**config.mk**
```make
export PLATFORM = sky130hd
export DESIGN_NAME = pool_stream_core
export DESIGN_NICKNAME = d
export VERILOG_FILES = /design/src/rtl/cnn_pkg.sv /design/src/rtl/pool_col_buffer.sv /design/src/rtl/pool_stream_core.sv
export SDC_FILE = /design/constraint.sdc
export NUM_CORES = 1
export LEC_CHECK = 0
export BUFFER_PORTS_ARGS = -buffer_cell sky130_fd_sc_hd__buf_4
export CORE_UTILIZATION = 40
export CTS_BUF_LIST = sky130_fd_sc_hd__clkbuf_4
export DETAILED_ROUTE_END_ITERATION = 10
export MAX_ROUTING_LAYER = met4
export REMOVE_ABC_BUFFERS = 1
export SLEW_MARGIN = 20
export SYNTH_ARGS = -nofsm -noshare
export SYNTH_HDL_FRONTEND = slang
export SYNTH_SLANG_ARGS = --single-unit
```
**constraint.sdc**
```tcl
create_clock -name clk -period 6.64 [get_ports clk]
set_input_delay 0.996 -clock clk [delete_from_list [all_inputs] [get_ports clk]]
set_output_delay 0.996 -clock clk [all_outputs]
set_load 0.03 [all_outputs]
```
**src/rtl/cnn_pkg.sv**
```systemverilog
// Shared constants and sizing helpers for the CNN datapath stages.
package cnn_pkg;
    localparam int POOL_MAX = 0;
    localparam int POOL_AVG = 1;

    function automatic int clog2_safe(input int n);
        return (n <= 2) ? 1 : $clog2(n);
    endfunction

    // Accumulator width that holds a full P*P window sum without overflow.
    function automatic int pool_acc_bw(input int bw, input int p);
        return bw + 2 * $clog2(p);
    endfunction
endpackage

```
**src/rtl/pool_col_buffer.sv**
```systemverilog
// Column buffer for pooling partials: asynchronous read, synchronous write,
// so a read and a write of the same index in one cycle sees the old value.
module pool_col_buffer
    import cnn_pkg::*;
#(
    parameter int DEPTH = 12,
    parameter int W     = 66
) (
    input  logic                         clk,
    input  logic                         we,
    input  logic [clog2_safe(DEPTH)-1:0] waddr,
    input  logic [W-1:0]                 wdata,
    input  logic [clog2_safe(DEPTH)-1:0] raddr,
    output logic [W-1:0]                 rdata
);
    logic [W-1:0] mem [DEPTH];

    always_ff @(posedge clk) begin
        if (we) mem[waddr] <= wdata;
    end

    assign rdata = mem[raddr];
endmodule

```
**src/rtl/pool_stream_core.sv**
```systemverilog
// Streaming P x P max/average pooling stage with optional ReLU, output
// coordinate tags, end-of-frame pulse and synchronous frame abort.
module pool_stream_core
    import cnn_pkg::*;
#(
    parameter int CH   = 3,
    parameter int BW   = 20,
    parameter int IW   = 24,
    parameter int IH   = 24,
    parameter int P    = 2,
    parameter int MODE = POOL_MAX,
    parameter int RELU = 0
) (
    input  logic                          clk,
    input  logic                          reset_n,
    input  logic                          i_clear,
    input  logic                          i_valid,
    input  logic [CH*BW-1:0]              i_fmap,
    output logic                          o_valid,
    output logic [CH*BW-1:0]              o_fmap,
    output logic [clog2_safe(IW/P)-1:0]   o_x,
    output logic [clog2_safe(IH/P)-1:0]   o_y,
    output logic                          o_frame_done
);
    localparam int OW  = IW / P;
    localparam int OH  = IH / P;
    localparam int LP  = $clog2(P);
    localparam int SH  = 2 * LP;
    localparam int ABW = pool_acc_bw(BW, P);
    localparam int XW  = clog2_safe(IW);
    localparam int YW  = clog2_safe(IH);
    localparam int CW  = clog2_safe(OW);
    localparam int RW  = clog2_safe(OH);

    logic [XW-1:0]     x;
    logic [YW-1:0]     y;
    logic [LP-1:0]     sx, sy;
    logic [CW-1:0]     col, buf_idx;
    logic [RW-1:0]     row;
    logic              in_x, in_y, h_end, v_end;
    logic              buf_we, fire, last;
    logic [CH*ABW-1:0] pix_ext, hp, h_res, buf_rd, buf_wd, combo;
    logic [CH*BW-1:0]  o_next;

    function automatic logic [ABW-1:0] op(input logic [ABW-1:0] a, input logic [ABW-1:0] b);
        logic [ABW-1:0] r;
        if (MODE == POOL_AVG) r = a + b;
        else                  r = ($signed(a) > $signed(b)) ? a : b;
        return r;
    endfunction

    // Average: floor division by P*P via arithmetic shift; both modes fit BW after this.
    function automatic logic [BW-1:0] finalize(input logic [ABW-1:0] a);
        logic [ABW-1:0] s;
        logic [BW-1:0]  r;
        if (MODE == POOL_AVG) s = $signed(a) >>> SH;
        else                  s = a;
        r = s[BW-1:0];
        if (RELU != 0 && r[BW-1]) r = '0;
        return r;
    endfunction

    assign sx    = x[LP-1:0];
    assign sy    = y[LP-1:0];
    assign col   = CW'(x >> LP);
    assign row   = RW'(y >> LP);
    assign in_x  = {1'b0, x} < (XW+1)'(OW * P);
    assign in_y  = {1'b0, y} < (YW+1)'(OH * P);
    assign h_end = (sx == LP'(P - 1));
    assign v_end = (sy == LP'(P - 1));

    // Ragged right-hand columns never touch the buffer, so the index stays in range.
    assign buf_idx = in_x ? col : '0;
    assign buf_we  = i_valid && !i_clear && h_end && in_x && in_y;
    assign fire    = buf_we && v_end;
    assign last    = fire && (col == CW'(OW - 1)) && (row == RW'(OH - 1));

    always_comb begin
        pix_ext = '0;
        h_res   = '0;
        combo   = '0;
        buf_wd  = '0;
        o_next  = '0;
        for (int c = 0; c < CH; c++) begin
            pix_ext[c*ABW +: ABW] = {{SH{i_fmap[c*BW+BW-1]}}, i_fmap[c*BW +: BW]};
            h_res[c*ABW +: ABW]   = op(hp[c*ABW +: ABW], pix_ext[c*ABW +: ABW]);
            combo[c*ABW +: ABW]   = op(buf_rd[c*ABW +: ABW], h_res[c*ABW +: ABW]);
            buf_wd[c*ABW +: ABW]  = (sy == '0) ? h_res[c*ABW +: ABW] : combo[c*ABW +: ABW];
            o_next[c*BW +: BW]    = finalize(combo[c*ABW +: ABW]);
        end
    end

    pool_col_buffer #(
        .DEPTH (OW),
        .W     (CH * ABW)
    ) u_col_buffer (
        .clk   (clk),
        .we    (buf_we),
        .waddr (buf_idx),
        .wdata (buf_wd),
        .raddr (buf_idx),
        .rdata (buf_rd)
    );

    always_ff @(posedge clk or negedge reset_n) begin
        if (!reset_n) begin
            x  <= '0;
            y  <= '0;
            hp <= '0;
        end else if (i_clear) begin
            x  <= '0;
            y  <= '0;
            hp <= '0;
        end else if (i_valid) begin
            hp <= (sx == '0) ? pix_ext : h_res;
            if (x == XW'(IW - 1)) begin
                x <= '0;
                y <= (y == YW'(IH - 1)) ? '0 : y + 1'b1;
            end else begin
                x <= x + 1'b1;
            end
        end
    end

    always_ff @(posedge clk or negedge reset_n) begin
        if (!reset_n) begin
            o_valid      <= 1'b0;
            o_frame_done <= 1'b0;
            o_fmap       <= '0;
            o_x          <= '0;
            o_y          <= '0;
        end else begin
            o_valid      <= fire;
            o_frame_done <= last;
            if (fire) begin
                o_fmap <= o_next;
                o_x    <= col;
                o_y    <= row;
            end
        end
    end
endmodule

```
---- Word level (Yosys, flattened, before mapping) ----
Memory sizes are Yosys's and may differ from the RTL's.
Cells that the tools add are included.
storage, ports and cells
  flip-flop bits (word level) ............. 146
  bits in writable memories ............... 792
  input bits .............................. 64
  output and inout port bits .............. 70
  logic and storage cells ................. 56
  memories ................................ 1
memories
  memory            depth  bits a word  rd ports  clocked after Yosys merged registers in  write ports  line                   source
  u_col_buffer.mem  12     66           1         0                                        1            pool_col_buffer.sv:16  logic [W-1:0] mem [DEPTH];
operators by class
  add/sub/neg operators ................... 2
  $lt $le $gt $ge ......................... 8
  equal/unequal tests ..................... 4
  muxes and demuxes ....................... 22
  reductions and logical operators ........ 11
operators by type and width
  cell                                                            number
  22-bit two-way mux                                              9
  66-bit two-way mux                                              3
  22-bit by 20-bit greater-than comparator with 1-bit output      3
  22-bit greater-than comparator                                  3
  5-bit two-way mux                                               7
  5-bit by 1-bit adder with 5-bit output (second input constant)  2
  5-bit == test (second input constant)                           2
  5-bit < comparator (second input constant)                      2
  4-bit == test (second input constant)                           2
  1-bit logical AND                                               7
  4-bit two-way mux                                               1
  2-bit nonzero test                                              2
  1-bit two-way mux                                               2
  2-bit AND reduction                                             1
  1-bit zero test                                                 1

---- Logic depth before layout (Yosys ltp) ----
Gate-level depths: netlist (run 1).
  depth in word-level cells ............... 8
  mapped depth ............................ 24
  depth with buffers taken out ............ 21

---- Cells and area by module ----
A second synthesis (run 1) with hierarchy kept.
unflattened totals
  cell total of the unflattened synthesis .. 2704
  area, all modules ....................... 41663.7 µm²
by module, submodules not included
  module            instances  cells each  area an instance (µm²)  seq. area each (µm²)
  pool_col_buffer   1          1283        29861.1                 23782.8
  pool_stream_core  1          1421        11802.6                 3653.5

---- Worst setup path before layout (run 1) ----
No wires, ideal clock.
  kind .................................... flip-flop to flip-flop
  start ................................... register x[4]
  end ..................................... memory u_col_buffer.mem[5][0], enable pin
  setup time .............................. 0.571 ns
  data arrival time ....................... 6.635 ns
  required time ........................... 6.069 ns
  slack ................................... -0.565 ns
  stages on the path, launching flop included .. 10
  buffers on the path ..................... 5
  clock period less this slack ............ 7.205 ns
  cell sequence ........................... dfrtp_1 inv_1 ha_1 clkbuf_1 clkbuf_1 clkbuf_1 clkbuf_1 clkbuf_1 nand2_1 nor3_1
between the ends
  cells in the longest elaborated chain, start to end .. 5
  elaborated cells on any way between the ends .. 6
  classes of those cells .................. 1 x order compare; 3 x mux; 2 x reduce/logical
ends and longest elaborated chain
  item                                     line                     source
  start: declaration                       pool_stream_core.sv:35   logic [XW-1:0] x;
  start signal: assignment                 pool_stream_core.sv:120  x <= x + 1'b1;
  5-bit < comparator                       pool_stream_core.sv:67   assign in_x = {1'b0, x} < (XW+1)'(OW * P);
  1-bit logical AND (2 in a row)           pool_stream_core.sv:74   assign buf_we = i_valid && !i_clear && h_end && in_x && in_y;
  1-bit two-way mux                        pool_col_buffer.sv:19    if (we) mem[waddr] <= wdata;
  1-bit two-way mux (not written as such)  pool_col_buffer.sv:19
  end: declaration                         pool_col_buffer.sv:16
Parallel ways exist; a longest one is shown, timed or not.

---- Worst setup path in the final report (run 1) ----
  start ................................... register x[4]
  end ..................................... memory u_col_buffer.mem[1][19], data pin
between the ends
  cells in the longest elaborated chain, start to end .. 6
ends and longest elaborated chain
  item                            line                    source
  5-bit < comparator              pool_stream_core.sv:67
  4-bit two-way mux *             pool_stream_core.sv:73  assign buf_idx = in_x ? col : '0;
  memory 12 x 66 bit *            n/a
  22-bit greater-than comparator  pool_stream_core.sv:48  else r = ($signed(a) > $signed(b)) ? a : b;
  22-bit two-way mux *            pool_stream_core.sv:48
  22-bit two-way mux *            pool_stream_core.sv:88  buf_wd[c*ABW +: ABW] = (sy == '0) ? h_res[c*ABW +: ABW] : combo[c*ABW +: ABW];
  via buf_wd[19]                  pool_stream_core.sv:42  logic [CH*ABW-1:0] pix_ext, hp, h_res, buf_rd, buf_wd, combo;
The timed path passes the listed nets; every way through them passes the cells marked *.

==> results.py, run 1 <==
metrics = {
    "synth": {
        "post-synth-top-count-cell": "edfxtp_1",
        "synth_area_per_cell_sq_um": 12.93,
        "synth_cell_type_count": 91,
        "yosys_warnings": 0,
        "synth_area_leaders": "edfxtp_1, dfrtp_1, mux2i_1",
        "synth_common_cells": "edfxtp_1, mux2i_1, a21oi_1",
        "synth_edf_count": 792,
        "synth_top_flop_cell": "edfxtp_1",
        "ys_seq_area_share_pct": 63.61,
        "synth-seq-cells": 938,
        "syn_area_sq_um": 43130,
        "yosys.area.top_type": "edfxtp_1",
        "syn_inst": 3336,
        "ys_async_sr_fraction_pct": 15.57,
        "synth_top_area_share_pct": 55.14,
    },
    "drt": {
        "drtAntennaViolNets": 0,
        "drt-vias-per-instance": 5.835,
        "route.detailed.drc": 0,
        "drt-total-wl_microns": 129900,
        "drt-initial-drc-count": 2765,
        "wl_per_cell_microns": 24.62,
        "dr.pass1.iters": 5,
        "via_count": 30772,
    },
    "critical_path": {
        "path_class": "reg2reg",
        "startpoint_type": "register",
        "crit_required_ns": 7.37,
        "critPathArrivalTime_ns": 6.70,
        "crit_start": "x[4]$_DFFE_PN0P_",
        "end_kind": "register",
        "worstReg2RegStart": "x[4]$_DFFE_PN0P_",
        "path_max_fanout": 27,
    },
    "timing": {
        "slew_viol_final": 0,
        "finClkSkew_ns": 0.1029,
        "finalSetupViolations": 0,
        "layout_setup_ws_ns": 0.6637,
        "clock.fmax_mhz": 167.3,
        "finalHoldViolCount": 0,
        "worst_pin_slew_ns": 1.092,
        "holdWs_ns": 0.1290,
        "period_share_pct": 90.00,
        "slew_headroom_pct": 27.09,
        "post-route-min-period_ns": 5.976,
        "rsz0062_at_grt": "no",
    },
    "final_layout": {
        "seq_area_sq_um": 27440,
        "multi_input_area_sq_um": 14370,
        "fillCellCount": 9567,
        "stdcell_area_sq_um": 50000,
        "finalNonFillerCells": 5274,
        "nets": 3858,
        "syn_to_final_growth_pct": 15.94,
        "layout-drive-gt1-share_pct": 21.56,
    },
    "power": {
        "ir_drop_mv": 0.1556,
        "p_leak_uw": 0.01838,
        "pwr-share-comb_pct": 10.5,
        "p_sw_share_pct": 25.99,
        "power_frac_seq_pct": 50.6,
        "p_int_uw": 9684,
        "powerDensity_nw_per_um2": 261.7,
        "p_sw_uw": 3400,
        "clockPowerShare_pct": 38.9,
    },
    "global_routing": {
        "grt_pass1_wl_microns": 191600,
        "antenna_found_initial": 2,
        "grt_start_max_net_pins": 174,
        "gr-total-overflow": 0,
        "grt_pass1_vias": 30407,
        "grt_use_total_pct": 24.26,
    },
    "clocking": {
        "htreeDepth": 4,
        "cts_resized": 0,
        "clk_latency_ns": 1.14,
        "cts.sinks": 938,
        "clk_pin_slew_worst_paths_ns": 0.07,
        "cts_made_buffers": 241,
        "cts_tree": "done",
        "post_cts_buffers": 0,
        "clock-root-buffer": "clkbuf_4",
        "clockBufferDepth": 3,
    },
    "min_path": {
        "hold_path_class": "in2reg",
        "min_from": "i_fmap[56]",
    },
    "outcome": {
        "status": "completed",
    },
    "die": {
        "die_w_microns": 330.4,
        "core_sq_um": 107100,
        "pin_count": 134,
        "start_util_pct": 40.29,
        "die_area_sq_um": 109100,
        "die_h_microns": 330.4,
        "num_rows": 120,
    },
    "placement": {
        "dp_hpwl_microns": 74880,
        "place_congestion": 0.8206,
        "placedCellCount": 4822,
        "post-place-ws_ns": -0.02016,
        "placed_cell_area_sq_um": 46740,
        "io_buffers": 133,
    },
    "job": {
        "drv_cap": 0,
    },
}
logic make-up (layout without fill, tap and decap cells):
logic type               Yosys count  after routing  share of synthesized area [%]
AO/OA/AOI/OAI                    954            954                          15.32
flip-flops                       938            938                          63.61
AND/OR/NAND/NOR                  617            617                          6.220
buffers and inverters            381            914                          3.635
multiplexers                     311            311                          7.328
adder cells (fa/ha/maj)          132            132                          3.824
XOR/XNOR                           3              3                        0.06093
other                              0              2                              0
power by group through the flow:
stage,combinational (uW),sequential (uW),clock (uW)
floorplan,756,6740,0
global placement,1350,6740,0
detailed placement,1360,6740,0
CTS,1370,6620,5190
global route,1500,6620,5490
finish,1380,6620,5090
path summary, 6_finish.rpt:
path	endpoint	slack (ns)	cells past startpoint
worst max-delay path	u_col_buffer.mem[1][19]$_DFFE_PP_	0.66	19
worst min-delay path	hp[60]$_DFFE_PN0P_	0.13	3
worst max register to register	u_col_buffer.mem[1][19]$_DFFE_PP_	0.66	19
worst min register to register	o_x[1]$_DFFE_PN0P_	0.48	2
max in group asynchronous	x[1]$_DFFE_PN0P_	4.79	3
min in group asynchronous	o_fmap[32]$_DFFE_PN0P_	0.42	2
worst max-delay path, stage by stage, from the launching register on:
cell      delay, ns
dfrtp_1        0.51
ha_4           0.36
nand2b_4       0.52
buf_4          0.36
nor2_1         0.09
a21oi_1        0.11
a21oi_1        0.08
o31ai_1        0.35
buf_4          0.22
inv_1          0.05
ha_1           0.31
a21o_1         0.16
a21o_1         0.17
a21oi_1        0.12
o21ai_0        0.09
a221oi_1       0.48
nand4b_1       0.27
o211ai_4       0.31
buf_12         0.18
mux2i_1        0.87
cell usage in the layout, fill, tap and decap left out, types with 25 or more instances in the layout:
cell type and instances:
nor2_1 206, a21oi_1 267, o221ai_1 61, buf_4 299, o311ai_1 34, nand4_1 42
ha_1 128, o211ai_1 52, a221oi_1 72, mux2i_1 279, a22oi_1 89, a31oi_1 34
edfxtp_1 792, dfrtp_1 144, o21ai_0 101, nand3_1 53, mux2_2 25, o22ai_1 59
nand2_1 239, clkinv_1 45, inv_1 139, clkbuf_4 382
state kept, by name, indices dropped and copies added, names as in the netlist:
name and count:
x 5, o_valid 1, u_col_buffer.mem 792, o_y 4, o_x 4, o_fmap 60
hp 66, y 5, o_frame_done 1
routing by layer:
metal	wire length, microns	GRT usage, %
met1	55500	32.04
met3	9773	4.551
met5	0	-
met4	2895	7.934
met2	61700	37.70
cell type report:
cell class	instances	area share, %
sequential	938	54.88
multi-input combinational	2017	28.74
clock buffer	382	5.735
timing repair buffer	320	5.292
tap	1403	3.511
inverter	145	1.098
clock inverter	67	0.7282
antenna	2	0.01001
repair_timing:
item,CTS,global route
hold buffers,1,0
setup endpoints to repair,0,0
hold endpoints to repair,45,0
through the flow:
stage / total power (uW) / util (%) / setup TNS (ns)
after floorplan: 7497 / - / -
after global placement: 8090 / 43.65 / 0
after detailed placement: 8106 / 43.66 / -0.2379
after CTS: 13180 / 46.69 / 0
after global routing: 13610 / 46.71 / 0
final: 13080 / 46.71 / 0
No activity file was read; power rests on OpenSTA's default activity.
==> run 2: changes to the inputs <==
- PLACE_DENSITY: not set -> 0.69
- REMOVE_ABC_BUFFERS: 1 -> not set
==> run 2 against run 1 <==
Effect of this change: cell area down 0.70%; sequential share of layout area up 0.39 points; non-clock buffer count down 23; combinational power down 3%; clock power down 4.9%; sequential power about the same; wire length down 4.2%; hold slack worse by 0.037 ns; worst setup slack worse by 0.079 ns; core utilization down 0.33 points; die area unchanged.
==> results.py, run 2 (synthesis results as in run 1) <==
metrics = {
    "outcome": {
        "status": "completed",
    },
    "die": {
        "start_util_pct": 40.29,
        "core_sq_um": 107100,
        "num_rows": 120,
        "pin_count": 134,
        "die_h_microns": 330.4,
        "die_w_microns": 330.4,
        "die_area_sq_um": 109100,
    },
    "clocking": {
        "cts.sinks": 938,
        "clk_latency_ns": 1.16,
        "htreeDepth": 4,
        "clockBufferDepth": 3,
        "cts_resized": 0,
        "cts_made_buffers": 234,
        "clk_pin_slew_worst_paths_ns": 0.07,
        "clock-root-buffer": "clkbuf_4",
        "post_cts_buffers": 0,
        "cts_tree": "done",
        "hold_buffers": 1,
    },
    "critical_path": {
        "path_cells": "ha_4 > nand2b_4 > buf_4 > nor2_1 > a21oi_1 > a21oi_1 > o31ai_1 > inv_1 > ha_1 > nand4_1 > nor2_1 > nor2_1 > nand2_1 > a21oi_1 > maj3_1 > o21ai_2 > nand3_2 > buf_12 > a21oi_1",
        "slowest_delay_ns": 0.78,
        "path_common_cell": "a21oi_1",
        "path_max_fanout": 38,
        "critPathTopFamily": "compound AO/OA/AOI/OAI gates",
        "end_kind": "register",
        "crit_required_ns": 7.41,
        "crit_buf_inv": 3,
        "critical-path-slowest-cell": "a21oi_1",
        "critPathArrivalTime_ns": 6.82,
        "ff2ff_setup_slack_ns": 0.58,
        "startpoint_type": "register",
        "path_class": "reg2reg",
    },
    "final_layout": {
        "nets": 3828,
        "layout-drive-gt1-share_pct": 20.26,
        "final_common_cell": "edfxtp_1",
        "largest_reg_flops": 792,
        "layout_common_cells": "edfxtp_1, clkbuf_4, mux2i_1",
        "top_register": "u_col_buffer.mem",
        "syn_to_final_growth_pct": 15.12,
        "reg.largest.list": "u_col_buffer.mem x792, hp x66, o_fmap x60",
    },
    "timing": {
        "clock.fmax_mhz": 165.2,
        "post-route-min-period_ns": 6.055,
        "slew_headroom_pct": 20.98,
        "worst_pin_slew_ns": 1.182,
        "finalSetupViolations": 0,
        "layout_setup_ws_ns": 0.5849,
        "rsz0062_at_grt": "no",
        "finalHoldViolCount": 0,
        "slew_viol_final": 0,
        "finClkSkew_ns": 0.08443,
        "period_share_pct": 91.19,
    },
    "power": {
        "p_leak_uw": 0.01814,
        "powerDensity_nw_per_um2": 257.8,
        "p_total_uw": 12800,
        "ir_drop_mv": 0.1183,
    },
    "placement": {
        "dp_hpwl_microns": 73590,
        "io_buffers": 133,
        "place_congestion": 0.8712,
        "post-place-ws_ns": 0.09075,
    },
    "global_routing": {
        "antenna_found_initial": 3,
        "grt_use_total_pct": 23.26,
        "grt_start_max_net_pins": 144,
        "gr-total-overflow": 0,
        "grt_pass1_wl_microns": 185700,
        "grt_pass1_vias": 30592,
    },
    "drt": {
        "drt-total-wl_microns": 124500,
        "drt-vias-per-instance": 5.869,
        "drtAntennaViolNets": 0,
        "wl_per_cell_microns": 23.79,
        "via_count": 30714,
        "route.detailed.drc": 0,
        "dr.pass1.iters": 8,
        "drt-initial-drc-count": 3070,
    },
    "synth": {
        "syn-num-nets": 3531,
    },
    "min_path": {
        "hold_path_class": "in2reg",
    },
    "job": {
        "drv_cap": 0,
    },
}
[run 2: layer usage]
layer / up-vias / track usage, % / part of all wire [%]
met5: - / - / 0
met4: 0 / 8.826 / 3.0
met3: 244 / 4.246 / 8.1
met2: 1474 / 36.84 / 48
met1: 15275 / 29.71 / 41
li1: 13721 / - / -
[run 2: final timing paths]
kind	start	to	cells after the start
max in group asynchronous	reset_n	o_fmap[0]$_DFFE_PN0P_	3
hold reg to reg	o_y[3]$_DFFE_PN0P_	o_y[3]$_DFFE_PN0P_	2
setup / recovery	x[4]$_DFFE_PN0P_	u_col_buffer.mem[0][30]$_DFFE_PP_	19
hold / removal	i_fmap[6]	hp[6]$_DFFE_PN0P_	3
setup reg to reg	x[4]$_DFFE_PN0P_	u_col_buffer.mem[0][30]$_DFFE_PP_	19
min in group asynchronous	reset_n	o_fmap[54]$_DFFE_PN0P_	2
[run 2: area by class of cell]
class                   instances  area, sq um
diodes                          9        22.52
clock buffers                 348         2613
clock inverters                76        406.6
fillers                      9469        57400
inverters                     145        548.0
multi-input cells            2017        14360
flip-flops and latches        938        27440
well taps                    1403         1755
repair buffers                297         2499
[run 2: worst register-to-register path: stages, from the launching register on]
cell and delay [ns]:
dfrtp_1 0.51, ha_4 0.62, nand2b_4 0.52, buf_4 0.41, nor2_1 0.10, a21oi_1 0.13, a21oi_1 0.08, o31ai_1 0.57
inv_1 0.21, ha_1 0.34, nand4_1 0.14, nor2_1 0.13, nor2_1 0.04, nand2_1 0.05, a21oi_1 0.10, maj3_1 0.41
o21ai_2 0.18, nand3_2 0.12, buf_12 0.25, a21oi_1 0.78
[run 2: report_power, final]
group,internal [uW],switching (uW)
Clock,2480,2360
Sequential,6580,33.3
Combinational,428,912
[run 2: metrics by stage]
stage	std cells	utilization, %	TNS (ns)	cell area [sq um]	hold WS (ns)
after floorplan	3336	-	-74.61	43150	0.4867
after global placement	4799	43.53	0	46600	0.4604
after detailed placement	4799	43.53	0	46600	0.4732
after CTS	5224	46.36	0	49630	0.009539
after global routing	5233	46.38	0	49650	0.04657
final	5233	46.38	0	49650	0.09179
